## src/rtl/du_pipe_reg_way0.sv

```systemverilog
// Way0 decode->execute pipeline register: two-entry skid buffer (main + skid)
// with a registered ready toward the decoder and flush support.
module du_pipe_reg_way0 #(
   parameter int XLEN   = 64,
   parameter int PID_W  = 2,
   parameter int ADDR_W = 32
) (
   input  logic              clk,
   input  logic              rst,
   input  logic              flush_i,
   input  logic              valid_i,
   output logic              ready_o,
   input  logic [ADDR_W-1:0] instAddr_i,
   input  logic [PID_W-1:0]  way0_pID_i,
   input  logic [4:0]        rdAddr_i,
   input  logic              rdWriteEnable_i,
   input  logic [XLEN-1:0]   rs1ReadData_i,
   input  logic [XLEN-1:0]   rs2ReadData_i,
   input  logic [XLEN-1:0]   imm_i,
   input  logic [6:0]        opCode_i,
   input  logic [2:0]        funct3_i,
   input  logic [6:0]        funct7_i,
   input  logic [5:0]        shamt_i,
   output logic              valid_o,
   input  logic              ex_ready_i,
   output logic [ADDR_W-1:0] instAddr_o,
   output logic [PID_W-1:0]  way0_pID_o,
   output logic [4:0]        rdAddr_o,
   output logic              rdWriteEnable_o,
   output logic [XLEN-1:0]   rs1ReadData_o,
   output logic [XLEN-1:0]   rs2ReadData_o,
   output logic [XLEN-1:0]   imm_o,
   output logic [6:0]        opCode_o,
   output logic [2:0]        funct3_o,
   output logic [6:0]        funct7_o,
   output logic [5:0]        shamt_o
);

   localparam int PW = ADDR_W + PID_W + 5 + 1 + 3 * XLEN + 7 + 3 + 7 + 6;

   // State is the pair {skid_v, main_v}
   localparam logic [1:0] ST_EMPTY = 2'b00;
   localparam logic [1:0] ST_ONE   = 2'b01;
   localparam logic [1:0] ST_TWO   = 2'b11;

   logic [PW-1:0] in_pl;
   logic [PW-1:0] main_pl;
   logic [PW-1:0] skid_pl;
   logic          main_v;
   logic          skid_v;
   logic          ready_q;
   logic          main_we;

   logic          accept;
   logic          issue;
   logic [1:0]    state;
   logic          main_v_n;
   logic          skid_v_n;
   logic          load_main_in;
   logic          load_main_skid;
   logic          load_skid;

   assign in_pl = {instAddr_i, way0_pID_i, rdAddr_i, rdWriteEnable_i, rs1ReadData_i,
                   rs2ReadData_i, imm_i, opCode_i, funct3_i, funct7_i, shamt_i};

   assign accept = valid_i & ready_q;
   assign issue  = main_v & ex_ready_i;
   assign state  = {skid_v, main_v};

   always_comb begin
      main_v_n       = main_v;
      skid_v_n       = skid_v;
      load_main_in   = 1'b0;
      load_main_skid = 1'b0;
      load_skid      = 1'b0;
      if (flush_i) begin
         main_v_n = 1'b0;
         skid_v_n = 1'b0;
      end else begin
         case (state)
            ST_EMPTY: begin
               if (accept) begin
                  main_v_n     = 1'b1;
                  load_main_in = 1'b1;
               end
            end
            ST_ONE: begin
               if (accept && issue) begin
                  load_main_in = 1'b1;
               end else if (accept) begin
                  skid_v_n  = 1'b1;
                  load_skid = 1'b1;
               end else if (issue) begin
                  main_v_n = 1'b0;
               end
            end
            ST_TWO: begin
               if (issue) begin
                  skid_v_n       = 1'b0;
                  load_main_skid = 1'b1;
               end
            end
            default: begin
               main_v_n = 1'b0;
               skid_v_n = 1'b0;
            end
         endcase
      end
   end

   // ready is its own flop so EX-ready never reaches the decoder combinationally
   always_ff @(posedge clk) begin
      if (rst) begin
         main_v  <= 1'b0;
         skid_v  <= 1'b0;
         ready_q <= 1'b1;
         main_pl <= '0;
         skid_pl <= '0;
      end else begin
         main_v  <= main_v_n;
         skid_v  <= skid_v_n;
         ready_q <= ~skid_v_n;
         if (load_main_in) begin
            main_pl <= in_pl;
         end else if (load_main_skid) begin
            main_pl <= skid_pl;
         end
         if (load_skid) begin
            skid_pl <= in_pl;
         end
      end
   end

   assign {instAddr_o, way0_pID_o, rdAddr_o, main_we, rs1ReadData_o, rs2ReadData_o,
           imm_o, opCode_o, funct3_o, funct7_o, shamt_o} = main_pl;

   assign rdWriteEnable_o = main_we & main_v;
   assign valid_o         = main_v;
   assign ready_o         = ready_q;

endmodule

```

## config.mk

```make
export PLATFORM = sky130hd
export DESIGN_NAME = du_pipe_reg_way0
export DESIGN_NICKNAME = d
export VERILOG_FILES = /design/src/rtl/du_pipe_reg_way0.sv
export SDC_FILE = /design/constraint.sdc
export NUM_CORES = 1
export LEC_CHECK = 0
export ABC_CLOCK_PERIOD_IN_PS = 3000
export CAP_MARGIN = 20
export CORE_ASPECT_RATIO = 0.8
export CORE_MARGIN = 8
export CORE_UTILIZATION = 30
export CTS_CLUSTER_SIZE = 14
export DETAILED_ROUTE_END_ITERATION = 16
export GPL_TIMING_DRIVEN = 0
export MAX_ROUTING_LAYER = met4
export PLACE_DENSITY = 0.58
export SYNTH_ARGS = -nofsm -noshare
export SYNTH_HDL_FRONTEND = slang
export SYNTH_SLANG_ARGS = --single-unit
```

## constraint.sdc

```tcl
create_clock -name clk -period 3 [get_ports clk]
set_input_delay 0.45 -clock clk [delete_from_list [all_inputs] [get_ports clk]]
set_output_delay 0.45 -clock clk [all_outputs]
set_load 0.005 [all_outputs]
```

=== Yosys cells after proc, flatten, opt, wreduce, memory -nomap -nowiden ===
Index checks and enable logic that the tools add are counted.

* Equality and inequality tests: 6
* Muxes and demuxes: 22
* Bitwise gates (word level): 5
* Reduce and logical (&&, ||, !) cells: 5

{| class="wikitable"
|+ Operator list
! kind !! count
|-
| 255-bit two-way mux || 2
|-
| 1-bit two-way mux || 17
|-
| 2-bit inequality test, second input constant || 4
|-
| 1-bit one-hot mux with 3 select lines || 2
|-
| 5-bit AND reduction || 1
|-
| 1-bit bitwise AND || 3
|-
| 2-bit by 1-bit equality test with 1-bit output, second input constant || 1
|-
| 2-bit equality test, second input constant || 1
|-
| 2-bit logical NOT || 1
|-
| 1-bit inverter || 2
|-
| 1-bit one-hot mux with 2 select lines || 1
|-
| 2-bit nonzero test || 1
|-
| 2-bit OR reduction || 1
|-
| 1-bit logical AND || 1
|}

* Register bits after elaboration: 513
* Output and inout bits: 257
* Logic and storage cells: 43

=== Longest topological paths before layout ===
Gate-level depths: netlist (run 1).

* Depth in word-level cells: 6
* Gate-level depth with buffers: 6
* Gate-level depth less buffers: 3

=== Worst setup path after synthesis (run 1) ===
No wires, ideal clock.

* Path kind: input-to-reg
* From: input port rst
* To: register main_pl[99]
* Setup time: 147 ps
* Data arrival time: 1344 ps
* Data required time: 2853 ps
* Path slack: 1509 ps
* Cell stages on the path: 4
* Buffers on the path: 3
* Cell sequence: buf_2 clkbuf_1 clkbuf_1 a311oi_1

{| class="wikitable"
|+ RTL lines
! what !! line !! text
|-
| start, declared || 9 || <nowiki>input logic rst,</nowiki>
|-
| end signal, assigned || 124 || <nowiki>main_pl <= in_pl;</nowiki>
|-
| end signal, assigned || 126 || <nowiki>main_pl <= skid_pl;</nowiki>
|-
| end, declared || 47 || <nowiki>logic [PW-1:0] main_pl;</nowiki>
|}

No word-level cell between the ends.

=== Worst setup path after layout (run 1) ===
* From: register main_v, in the netlist valid_o
* To: output port rdWriteEnable_o

* Word-level cells in the longest chain between the ends: 1

{| class="wikitable"
|+ RTL lines
! what !! line !! text
|-
| start, declared || 49 || <nowiki>logic main_v;</nowiki>
|-
| start signal, assigned || 120 || <nowiki>main_v <= main_v_n;</nowiki>
|-
| 1-bit bitwise AND || 137 || <nowiki>assign rdWriteEnable_o = main_we & main_v;</nowiki>
|-
| end, declared || 29 || <nowiki>output logic rdWriteEnable_o,</nowiki>
|}

No other way between the ends.

==> metrics.md, run 1 <==
| Metric | Value |
|---|---|
| NetSw | `4.214 mW` |
| Critical Path End | `rdWriteEnable_o` |
| Total power | `16.66 mW` |
| Power density over cell area | `about 530 mW/mm^2` |
| Slowest cell on the critical path | `dfxtp_1` |
| Max_cap viols | `0` |
| HPWL after DPL | `67.32 mm` |
| Port Buffer Count | `515` |
| Max rail drop VDD | `406.2 uV` |
| Final global-route overflow total | `0` |
| Synth top area share | `0.4460` |
| Layout cell share with drive strength beyond 1 | `0.1563` |
| Minimum clock period | `2.238 ns` |
| Synth-to-layout area growth | `36.24%` |
| CTS resizes | `0` |
| Root Driver | `clkbuf_16` |
| Max incr delay on CP | `0.51 ns` |
| Die W | `325.8 um` |
| Post-synthesis async set-or-reset flop share | `0` |
| Post-Syn Instances | `2878` |
| Sw Ratio | `0.2529` |
| Initial Utilization | `0.3010` |
| Final Skew | `approximately 0.014 ns` |
| Final hold vios | `0` |
| Relative slew slack | `0.2794` |
| CTS tree | `yes` |
| Core Area | `0.07651 mm^2` |
| TritonCTS Buffers | `56` |
| Antenna viol nets, final | `0` |
| Unrepaired setup endpoints after global routing | `false` |
| Die Span Y | `263.8 um` |
| Final setup fails | `0` |
| Initial antenna violation count | `15` |
| Most frequent cell after synthesis | `dfxtp_1` |
| Std-Cell Rows | `91` |
| Reg2Reg Setup Slack | `0.83 ns` |
| Hold Worst Slack | `0.4473 ns` |
| Arr. time, crit path | `1.79 ns` |
| Cell area after synthesis | `about 0.023 mm^2` |
| Max frequency | `0.4468 GHz` |
| DR WL/cell | `just over 20 um` |
| FF-to-FF End | `skid_pl[204]` |
| Combinational share of power | `0.140` |
| Largest net degree at the start of global routing | `15` |
| Setup Fix Bufs, Post-CTS | `0` |
| Post-Syn Nets | `3138` |
| Worst endpoint required time | `2.55 ns` |
| Area contributors post-synth | `dfxtp_1 45%, a311oi_1 9.3%, buf_4 8.6%` |
| #FFs+latches synth | `513` |
| Count of cell types in the netlist | `24` |
| Fillers | `just under 8000` |
| Worst-path cell chain | `and2_1, clkdlybuf4s50_1` |
| H-tree Lvls | `2` |
| Worst setup EP type | `primary output` |
| Vias per cell | `5.153` |
| Tcrit/Tclk final | `0.7460` |
| Pre-antenna DRT Iters | `7` |
| WL final | `92.46 mm` |
| Gpl congestion | `0.8701` |
| Final Max Slew Viols | `0` |
| Full die area | `0.08593 mm^2` |
| Crit start category | `flop` |
| CTS sink count | `513` |
| First-pass GRT wire length | `140.7 mm` |
| Hold WC Path Type | `in -> reg` |
| Routed vias | `about 23000` |
| Vias in the first global route | `22639` |
| Clock network fraction of total power | `0.426` |
| Syn avg cell area | `8.001 um^2` |
| Hold Buf Count CTS | `0` |
| Clock Latency Late Sink | `0.60 ns` |
| Total global-route track usage | `0.2093` |
| Ys Warns | `0` |
| Top_reg_cell synth | `dfxtp_1` |
| Cells on worst reg2reg path | `5` |
| IO Count | `517` |
| Residual DRC | `0` |
| Pint | `12.45 mW` |
| Sequential power share | `0.434` |
| Setup_tns | `0 ns` |
| Clock slew at reported path FFs | `around 0.060 ns` |
| DRT iter0 DRCs | `approximately 2100` |
| Nets | `3712` |
| Origin of the critical flop-to-flop path | `valid_o` |
| EDFF count, synth | `0` |
| Clock buffer depth | `3` |
| Top cell type by total area after synthesis | `dfxtp_1` |
| Sequential area share after synthesis | `0.4460` |
| Tightest Pin Transition | `around 1.1 ns` |
| Leakage power | `10.99 nW` |
| Critical path peak fanout | `7` |
| Outcome | `finished, final reports clean` |
| Worst setup path startpoint | `valid_o` |
| Most frequent cells after synthesis | `513 x dfxtp_1, 512 x nand2_1, 264 x buf_4` |
| CP Class | `reg -> out` |
-- stage by stage --
| step | cell area [um^2] | setup slack [ns] | cells | utilization |
|---|---|---|---|---|
| 6_report | 31370 | 0.7620 | 4533 | 0.4100 |
| 3_5_place_dp | 29480 | 0.1392 | 4417 | 0.3853 |
| 4_1_cts | 31330 | 0.7087 | 4517 | 0.4095 |
| 2_1_floorplan | 23030 | 1.509 | 2878 | - |
| 3_3_place_gp | 29460 | 0.1189 | 4416 | 0.3851 |
| 5_1_grt | 31370 | 0.6078 | 4531 | 0.4099 |
-- cells by family after synthesis --
| kind of cell | count (synthesis) | share of synthesized area |
|---|---|---|
| compound gates | 767 | 0.2111 |
| flops | 513 | 0.4460 |
| buf+inv | 566 | 0.1450 |
| simple gates | 1032 | 0.1978 |
-- placed cells by master (no fill, tap or decap) --
| master | netlist | layout |
|---|---|---|
| a21oi_1 | 256 | 256 |
| a2bb2oi_1 | 1 | 1 |
| a311oi_1 | 245 | 245 |
| a311oi_2 | 10 | 10 |
| and2_1 | 1 | 1 |
| and4b_1 | 1 | 1 |
| and4bb_2 | 1 | 1 |
| buf_1 | 10 | 10 |
| buf_2 | 179 | 179 |
| buf_4 | 264 | 264 |
| buf_8 | 0 | 1 |
| bufinv_16 | 0 | 5 |
| clkbuf_1 | 112 | 122 |
| clkbuf_16 | 0 | 57 |
| clkbuf_8 | 0 | 9 |
| clkdlybuf4s50_1 | 0 | 515 |
| clkinv_2 | 0 | 13 |
| clkinv_4 | 0 | 1 |
| clkinvlp_4 | 0 | 1 |
| dfxtp_1 | 513 | 513 |
| diode_2 | 0 | 16 |
| inv_1 | 1 | 1 |
| inv_6 | 0 | 4 |
| nand2_1 | 512 | 512 |
| nand2b_1 | 1 | 1 |
| nand2b_2 | 1 | 1 |
| nand3_1 | 255 | 255 |
| nand4b_1 | 1 | 1 |
| nand4bb_1 | 1 | 1 |
| nor2b_1 | 1 | 1 |
| nor3_1 | 256 | 256 |
| nor4_1 | 1 | 1 |
| o21ai_0 | 209 | 209 |
| o21ai_1 | 46 | 46 |
-- cell type report --
| cell class | count | area (um^2) | share of cell area |
|---|---|---|---|
| inverter | 1 | 3.754 | 0.0001197 |
| antenna | 16 | 40.04 | 0.001276 |
| timing repair buffer | 516 | 5170 | 0.1648 |
| multi-input combinational | 1799 | 9418 | 0.3002 |
| tap | 1023 | 1280 | 0.04080 |
| buffer | 565 | 3336 | 0.1063 |
| clock buffer | 76 | 1588 | 0.05061 |
| sequential | 513 | 10270 | 0.3274 |
| clock inverter | 24 | 266.5 | 0.008495 |
-- routing by layer --
| layer | vias to the layer above | share of wire | wire [um] | global-route usage |
|---|---|---|---|---|
| met5 | - | 0 | 0 | - |
| met4 | 0 | 0.016 | 1450 | 0.04002 |
| met3 | 111 | 0.073 | 6704 | 0.04625 |
| met2 | 848 | 0.45 | 41230 | 0.3184 |
| met1 | 11192 | 0.47 | 43070 | 0.2863 |
| li1 | 11208 | - | - | - |
-- power by group through the flow --
| stage | registers, mW | logic, mW | clock network (mW) |
|---|---|---|---|
| finish | 7.23 | 2.33 | 7.11 |
| global route | 7.26 | 2.50 | 7.57 |
| CTS | 7.23 | 2.34 | 7.24 |
| detailed placement | 7.37 | 2.33 | 0 |
| global placement | 7.38 | 2.33 | 0 |
| floorplan | 7.33 | 1.06 | 0 |
-- flip-flops by register name (all words and copies together), names as in the netlist --
signal   cells
ready_o      1
skid_pl    255
skid_v       1
valid_o      1
main_pl    255
-- critical path, delay by kind of cell, from the launching register on --
kind	cells	cell delay, ns
buffers and inverters	1	0.50
DFF	1	0.51
and+or+nand+nor	1	0.18
-- worst min path at each step --
| stage | depth (start not counted) | end | from | slack [ns] |
|---|---|---|---|---|
| after floorplan | 2 | skid_pl[0] | skid_pl[0] | 0.45 |
| after global placement | 2 | skid_pl[124] | skid_pl[124] | 0.46 |
| after detailed placement | 2 | skid_pl[173] | skid_pl[173] | 0.47 |
| after CTS | 3 | skid_pl[8] | funct7_i[2] | 0.40 |
| after global routing | 3 | skid_pl[59] | imm_i[36] | 0.42 |
| final | 3 | skid_pl[8] | funct7_i[2] | 0.45 |
Power figures use the tool's default switching activity.
==> inputs of run 2 (changes only) <==
Settings changed: ABC_CLOCK_PERIOD_IN_PS 3000 to 2000, PLACE_DENSITY 0.58 to 0.6.
Clock period 3 ns to 2 ns, I/O delays scaled along.
==> run 2 against run 1 <==
Net effect:
- wire length is 0.36% lower
- design area is 0.19% higher
- sequential power is 49% higher
- worst setup slack worse by 0.72 ns
- final cell count hardly changed
- sequential share of layout area hardly changed
- register-to-register slack worse by 0.70 ns
- largest cell class unchanged
==> metrics.md, run 2 (same netlist as run 1, synthesis figures left out) <==
| Metric | Value |
|---|---|
| Full die area | `0.08593 mm^2 (unchanged)` |
| Reg2Reg Setup Slack | `0.13 ns (-0.70 ns)` |
| CTS sink count | `513 (unchanged)` |
| TritonCTS Buffers | `55 (-1.8%)` |
| Antenna viol nets, final | `0 (unchanged)` |
| Max_cap viols | `0 (unchanged)` |
| Worst path bufs/invs | `1 (unchanged)` |
| HPWL after DPL | `67.35 mm (about the same)` |
| Grt met1 use | `0.2821 (-0.004211)` |
| FF-to-FF End | `main_pl[156]` |
| Hold Worst Slack | `0.2881 ns (-0.1593 ns)` |
| Final Max Slew Viols | `0 (unchanged)` |
| Largest regs | `main_pl x255, skid_pl x255` |
| H-tree Lvls | `2 (unchanged)` |
| Residual DRC | `0 (unchanged)` |
| Most common cell after layout, fill and taps aside | `nand2_1` |
| Nets | `3711 (-0.027%)` |
| Met3 global-route usage | `0.04894 (+0.002690)` |
| Max rail drop VDD | `542.7 uV (+34%)` |
| Worst setup EP type | `primary output` |
| Arr. time, crit path | `1.66 ns (-0.13 ns)` |
| Combinational share of power | `0.140 (about the same)` |
| Power density over cell area | `796.3 mW/mm^2 (+50%)` |
| Initial antenna violation count | `17 (+2)` |
| Setup Fix Bufs, Post-CTS | `0 (unchanged)` |
| IO Count | `517 (unchanged)` |
| Final hold vios | `0 (unchanged)` |
| Post-Place Cells | `4417 (unchanged)` |
| Largest net degree at the start of global routing | `15 (unchanged)` |
| Slowest cell on the critical path | `clkdlybuf4s50_1` |
| Core Area | `0.07651 mm^2 (unchanged)` |
| Clock buffer depth | `3 (unchanged)` |
| Max frequency | `approximately 0.51 GHz` |
| Root Driver | `clkbuf_16` |
| DR WL/cell | `20.33 um (-0.33%)` |
| Relative slew slack | `0.3027 (+0.02329)` |
| Std-Cell Rows | `91 (unchanged)` |
| Worst endpoint required time | `1.70 ns (-0.85 ns)` |
| DRT iter0 DRCs | `2181 (+2.9%)` |
| Unrepaired setup endpoints after global routing | `false` |
| Die Span Y | `263.8 um (unchanged)` |
| Sequential power share | `0.433 (about the same)` |
| Tightest Pin Transition | `1.046 ns (-0.03493 ns)` |
| Clock Latency Late Sink | `0.60 ns (about the same)` |
| Sw Ratio | `0.2489 (-0.004020)` |
| Routed vias | `23439 (+0.34%)` |
| Hold WC Path Type | `in -> reg` |
| Crit start category | `flop` |
| Hold Path End | `skid_pl[87]` |
| Vias per cell | `5.172 (+0.36%)` |
| Max incr delay on CP | `0.67 ns (+0.16 ns)` |
| Origin of the critical flop-to-flop path | `skid_v` |
| CP Class | `reg -> out` |
| Minimum clock period | `1.962 ns` |
| Final setup fails | `0 (unchanged)` |
| Worst-path cell chain | `clkdlybuf4s50_1` |
| Pre-antenna DRT Iters | `6 (-1)` |
| Fillers | `7806 (-1.1%)` |
| Top Usage Layer GRT | `met2` |
| Final Skew | `0.01578 ns (+0.002153 ns)` |
| Final global-route overflow total | `0 (unchanged)` |
| Top delay family on crit path | `buffers and inverters` |
| First-pass GRT wire length | `139.2 mm (-1.0%)` |
| GRT met2 Usage | `0.3082 (-0.01027)` |
| Leakage power | `11.10 nW (+1.0%)` |
| Clock network fraction of total power | `0.427 (about the same)` |
| Gpl congestion | `0.8787 (+0.99%)` |
| Final Core Density | `0.4108 (+0.0007850)` |
| Worst slack at placement | `-0.6155 ns (-0.7546 ns)` |
| Cells on worst reg2reg path | `6 (+1)` |
| WL final | `92.13 mm (-0.36%)` |
| Initial Utilization | `0.3010 (unchanged)` |
| Die W | `325.8 um (unchanged)` |
| Clock slew at reported path FFs | `0.06 ns (about the same)` |
| Hold Crit Start | `rs2ReadData_i[0]` |
| Port Buffer Count | `515 (unchanged)` |
| Pint | `18.80 mW (+51%)` |
| Most frequent cells in the layout | `512 x nand2_1, 510 x dfxtp_1, 507 x clkdlybuf4s50_1` |
| Hold path depth | `3 (unchanged)` |
| Total global-route track usage | `0.2066 (-0.002765)` |
| Outcome | `finished, final reports clean` |
| Final Instance Count excl. Fillers | `4532 (-0.022%)` |
| NetSw | `6.230 mW (+48%)` |
| Tcrit/Tclk final | `0.9808` |
| Vias in the first global route | `22325 (-1.4%)` |
| Post-layout worst setup margin | `0.03845 ns (-0.7235 ns)` |
| Synth-to-layout area growth | `36.50%` |
| CTS tree | `yes` |
| Total power | `25.03 mW (+50%)` |
| Critical path peak fanout | `5 (-2)` |
| Layout cell share with drive strength beyond 1 | `0.1589 (+0.002667)` |
[run 2: what timing repair did]
action	in CTS	in global routing
gates cloned	0	0
endpoints found under the setup margin	333	107
hold buffers	0	0
gates resized for setup	13	25
[run 2: power groups by stage]
stage | registers [mW] | logic [mW] | clock network (mW)
6_report | 10.8 | 3.49 | 10.7
5_1_grt | 10.9 | 3.74 | 11.3
4_1_cts | 10.8 | 3.50 | 10.9
3_5_place_dp | 11.1 | 3.48 | 0
3_3_place_gp | 11.1 | 3.49 | 0
2_1_floorplan | 11.0 | 1.59 | 0
[run 2: worst max path at each step]
stage | startpoint | slack, ns | cells past startpoint | endpoint
6_report | ready_o | 0.04 | 1 | ready_o
5_1_grt | ready_o | 0.004 | 1 | ready_o
4_1_cts | main_pl[207] | 0.01 | 2 | rs1ReadData_o[56]
3_5_place_dp | ex_ready_i | -0.62 | 6 | skid_pl[132]
3_3_place_gp | ex_ready_i | -0.60 | 6 | skid_pl[133]
2_1_floorplan | valid_o | 0.63 | 6 | main_pl[159]
[run 2: layout make-up]
cell class	count	area [um^2]	area share
Inverter	1	3.754	0.0001194
Tap cell	1023	1280	0.04072
Buffer	565	3366	0.1071
Antenna cell	17	42.54	0.001353
Clock buffer	81	1605	0.05107
Multi-Input combinational cell	1799	9418	0.2996
Sequential cell	513	10280	0.3269
Timing Repair Buffer	516	5175	0.1646
Clock inverter	17	265.3	0.008439
[run 2: metal layers]
metal / vias up / part of all wire
li1: 11177 / -
met1: 11247 / 0.46
met2: 887 / 0.44
met3: 128 / 0.078
met4: 0 / 0.022
met5: - / 0
[run 2: metrics by stage]
| stage | TNS [ns] | area, um^2 |
|---|---|---|
| after global placement | -212.83 | 29460 |
| after floorplan | 0 | 23030 |
| after CTS | 0 | 31360 |
| after detailed placement | -211.32 | 29480 |
| final | 0 | 31430 |
| after global routing | 0 | 31420 |
[run 2: worst reg2reg max path, stage by stage, from the launching register on]
cell and delay [ns]:
dfxtp_1 0.43, nand4bb_1 0.15, buf_2 0.20, clkbuf_4 0.30, buf_2 0.30, nor3_1 0.07
a311oi_1 0.29
==> inputs of run 3 (changes only) <==
Settings changed: SKIP_CTS_REPAIR_TIMING set to 1.
==> run 3 against run 2 <==
Net effect:
- clock-buffer cell count is the same
- clock skew increased by 0.0029 ns
- non-clock buffer count stayed put
- critical path type unchanged
- largest cell class unchanged
- highest routed layer unchanged
==> metrics.md, run 3 (same netlist as run 1, synthesis figures left out) <==
| Metric | Value |
|---|---|
| Outcome | `finished, final reports clean` |
| Full die area | `0.08593 mm^2 (unchanged)` |
| Final Instance Count excl. Fillers | `4531 (-0.022%)` |
| Core Area | `0.07651 mm^2 (unchanged)` |
| First-pass GRT wire length | `139.2 mm (about the same)` |
| Clock Latency Late Sink | `0.60 ns (about the same)` |
| CTS sink count | `513 (unchanged)` |
| Clock slew at reported path FFs | `0.06 ns (about the same)` |
| Tightest Pin Transition | `1.042 ns (-0.003922 ns)` |
| Worst setup EP type | `primary output` |
| Wl on met1 | `42.35 mm (about the same)` |
| Met2 Routed Length | `40.61 mm (about the same)` |
| Clock buffer depth | `3 (unchanged)` |
| Max_cap viols | `0 (unchanged)` |
| Unrepaired setup endpoints after global routing | `false` |
| CTS tree | `yes` |
| Port Buffer Count | `515 (unchanged)` |
| Most frequent cells in the layout | `512 x nand2_1, 509 x dfxtp_1, 508 x clkdlybuf4s50_1` |
| H-tree Lvls | `2 (unchanged)` |
| Die W | `325.8 um (unchanged)` |
| Minimum clock period | `1.966 ns (+0.004349 ns)` |
| Final hold vios | `0 (unchanged)` |
| Post-Place Cells | `4417 (unchanged)` |
| Met3 WL | `7.147 mm (-0.49%)` |
| Fillers | `7806 (unchanged)` |
| Largest net degree at the start of global routing | `15 (unchanged)` |
| Top Layer Used | `met4` |
| Total power | `25.03 mW (about the same)` |
| Hold WC Path Type | `in -> reg` |
| Final Core Density | `0.4110 (about the same)` |
| IO Count | `517 (unchanged)` |
| Tcrit/Tclk final | `0.9830 (+0.002175)` |
| Die Span Y | `263.8 um (unchanged)` |
| HPWL after DPL | `67.35 mm (unchanged)` |
| Relative slew slack | `0.3053 (+0.002615)` |
| Max incr delay on CP | `0.68 ns (about the same)` |
| Leakage power | `11.14 nW (+0.31%)` |
| Register area | `0.01028 mm^2 (about the same)` |
| Slowest cell on the critical path | `clkdlybuf4s50_1` |
| Post-layout worst setup margin | `0.03410 ns (-0.004349 ns)` |
| Crit start category | `flop` |
| Max frequency | `0.5087 GHz (-0.22%)` |
| Pre-antenna DRT Iters | `5 (-1)` |
| Residual DRC | `0 (unchanged)` |
| Layout cell share with drive strength beyond 1 | `0.1592 (+0.0002864)` |
| Final setup fails | `0 (unchanged)` |
| Critical path peak fanout | `5 (unchanged)` |
| WL final | `92.00 mm (-0.14%)` |
| Top delay family on crit path | `buffers and inverters` |
| Max rail drop VDD | `544.0 uV (+0.24%)` |
| Vias in the first global route | `22330 (+0.022%)` |
| TritonCTS Buffers | `55 (unchanged)` |
| Root Driver | `clkbuf_16` |
| Worst path bufs/invs | `1 (unchanged)` |
| Most common cell after layout, fill and taps aside | `nand2_1` |
| CP Class | `reg -> out` |
| Initial antenna violation count | `17 (unchanged)` |
| Final Skew | `0.01865 ns (+0.002876 ns)` |
| Power density over cell area | `796.0 mW/mm^2 (about the same)` |
| Total global-route track usage | `0.2066 (about the same)` |
| Synth-to-layout area growth | `36.57% (about the same)` |
| Worst endpoint required time | `1.70 ns (about the same)` |
| DRT iter0 DRCs | `2278 (+4.4%)` |
| Vias per cell | `5.163 (-0.17%)` |
| Worst-path cell chain | `clkdlybuf4s50_1` |
| Worst slack at placement | `-0.6155 ns (unchanged)` |
| Arr. time, crit path | `1.67 ns (about the same)` |
| Nets | `3711 (unchanged)` |
| Final global-route overflow total | `0 (unchanged)` |
| Initial Utilization | `0.3010 (unchanged)` |
| Antenna viol nets, final | `0 (unchanged)` |
| Largest regs | `main_pl x255, skid_pl x255` |
| Std-Cell Rows | `91 (unchanged)` |
| Footprint of the multi-input gates | `0.009418 mm^2 (unchanged)` |
| Routed vias | `23394 (-0.19%)` |
| DR WL/cell | `20.31 um (-0.12%)` |
| Gpl congestion | `0.8787 (unchanged)` |
| Final Max Slew Viols | `0 (unchanged)` |
==> run 3: metal layers <==
| layer | global-route usage | up-vias |
|---|---|---|
| met5 | - | - |
| met4 | 0.04883 | 0 |
| met3 | 0.04902 | 126 |
| met2 | 0.3080 | 899 |
| met1 | 0.2821 | 11190 |
| li1 | - | 11179 |
==> run 3: stage by stage <==
step                hold WS [ns]  cell area (um^2)  TNS [ns]
global placement          0.4604             29460   -212.83
detailed placement        0.4666             29480   -211.32
CTS                       0.2403             31350    -22.37
floorplan                 0.3793             23030         0
global route              0.2544             31440         0
finish                    0.2905             31450         0
==> run 3: power by group <==
| part | leakage, nW | total [mW] | internal, mW | switching (mW) |
|---|---|---|---|---|
| sequential | 4.18 | 10.8 | 10.6 | 0.227 |
| clock | 0.918 | 10.7 | 6.32 | 4.37 |
| combinational | 6.03 | 3.49 | 1.86 | 1.63 |
==> run 3: worst paths after layout <==
check | start | to | slack, ns | cells after the start
max reg2reg | skid_v | skid_pl[134] | 0.12 | 5
min | rs2ReadData_i[0] | skid_pl[87] | 0.29 | 3
min reg2reg | skid_pl[12] | skid_pl[12] | 0.47 | 2
max | ready_o | ready_o | 0.03 | 1
==> run 3: final cells by class <==
cell class | instances | share of cell area
Inverter | 1 | 0.0001194
Sequential cell | 513 | 0.3268
Clock buffer | 81 | 0.05105
Buffer | 565 | 0.1072
Tap cell | 1023 | 0.04070
Multi-Input combinational cell | 1799 | 0.2995
Timing Repair Buffer | 516 | 0.1650
Clock inverter | 17 | 0.008435
Antenna cell | 16 | 0.001273
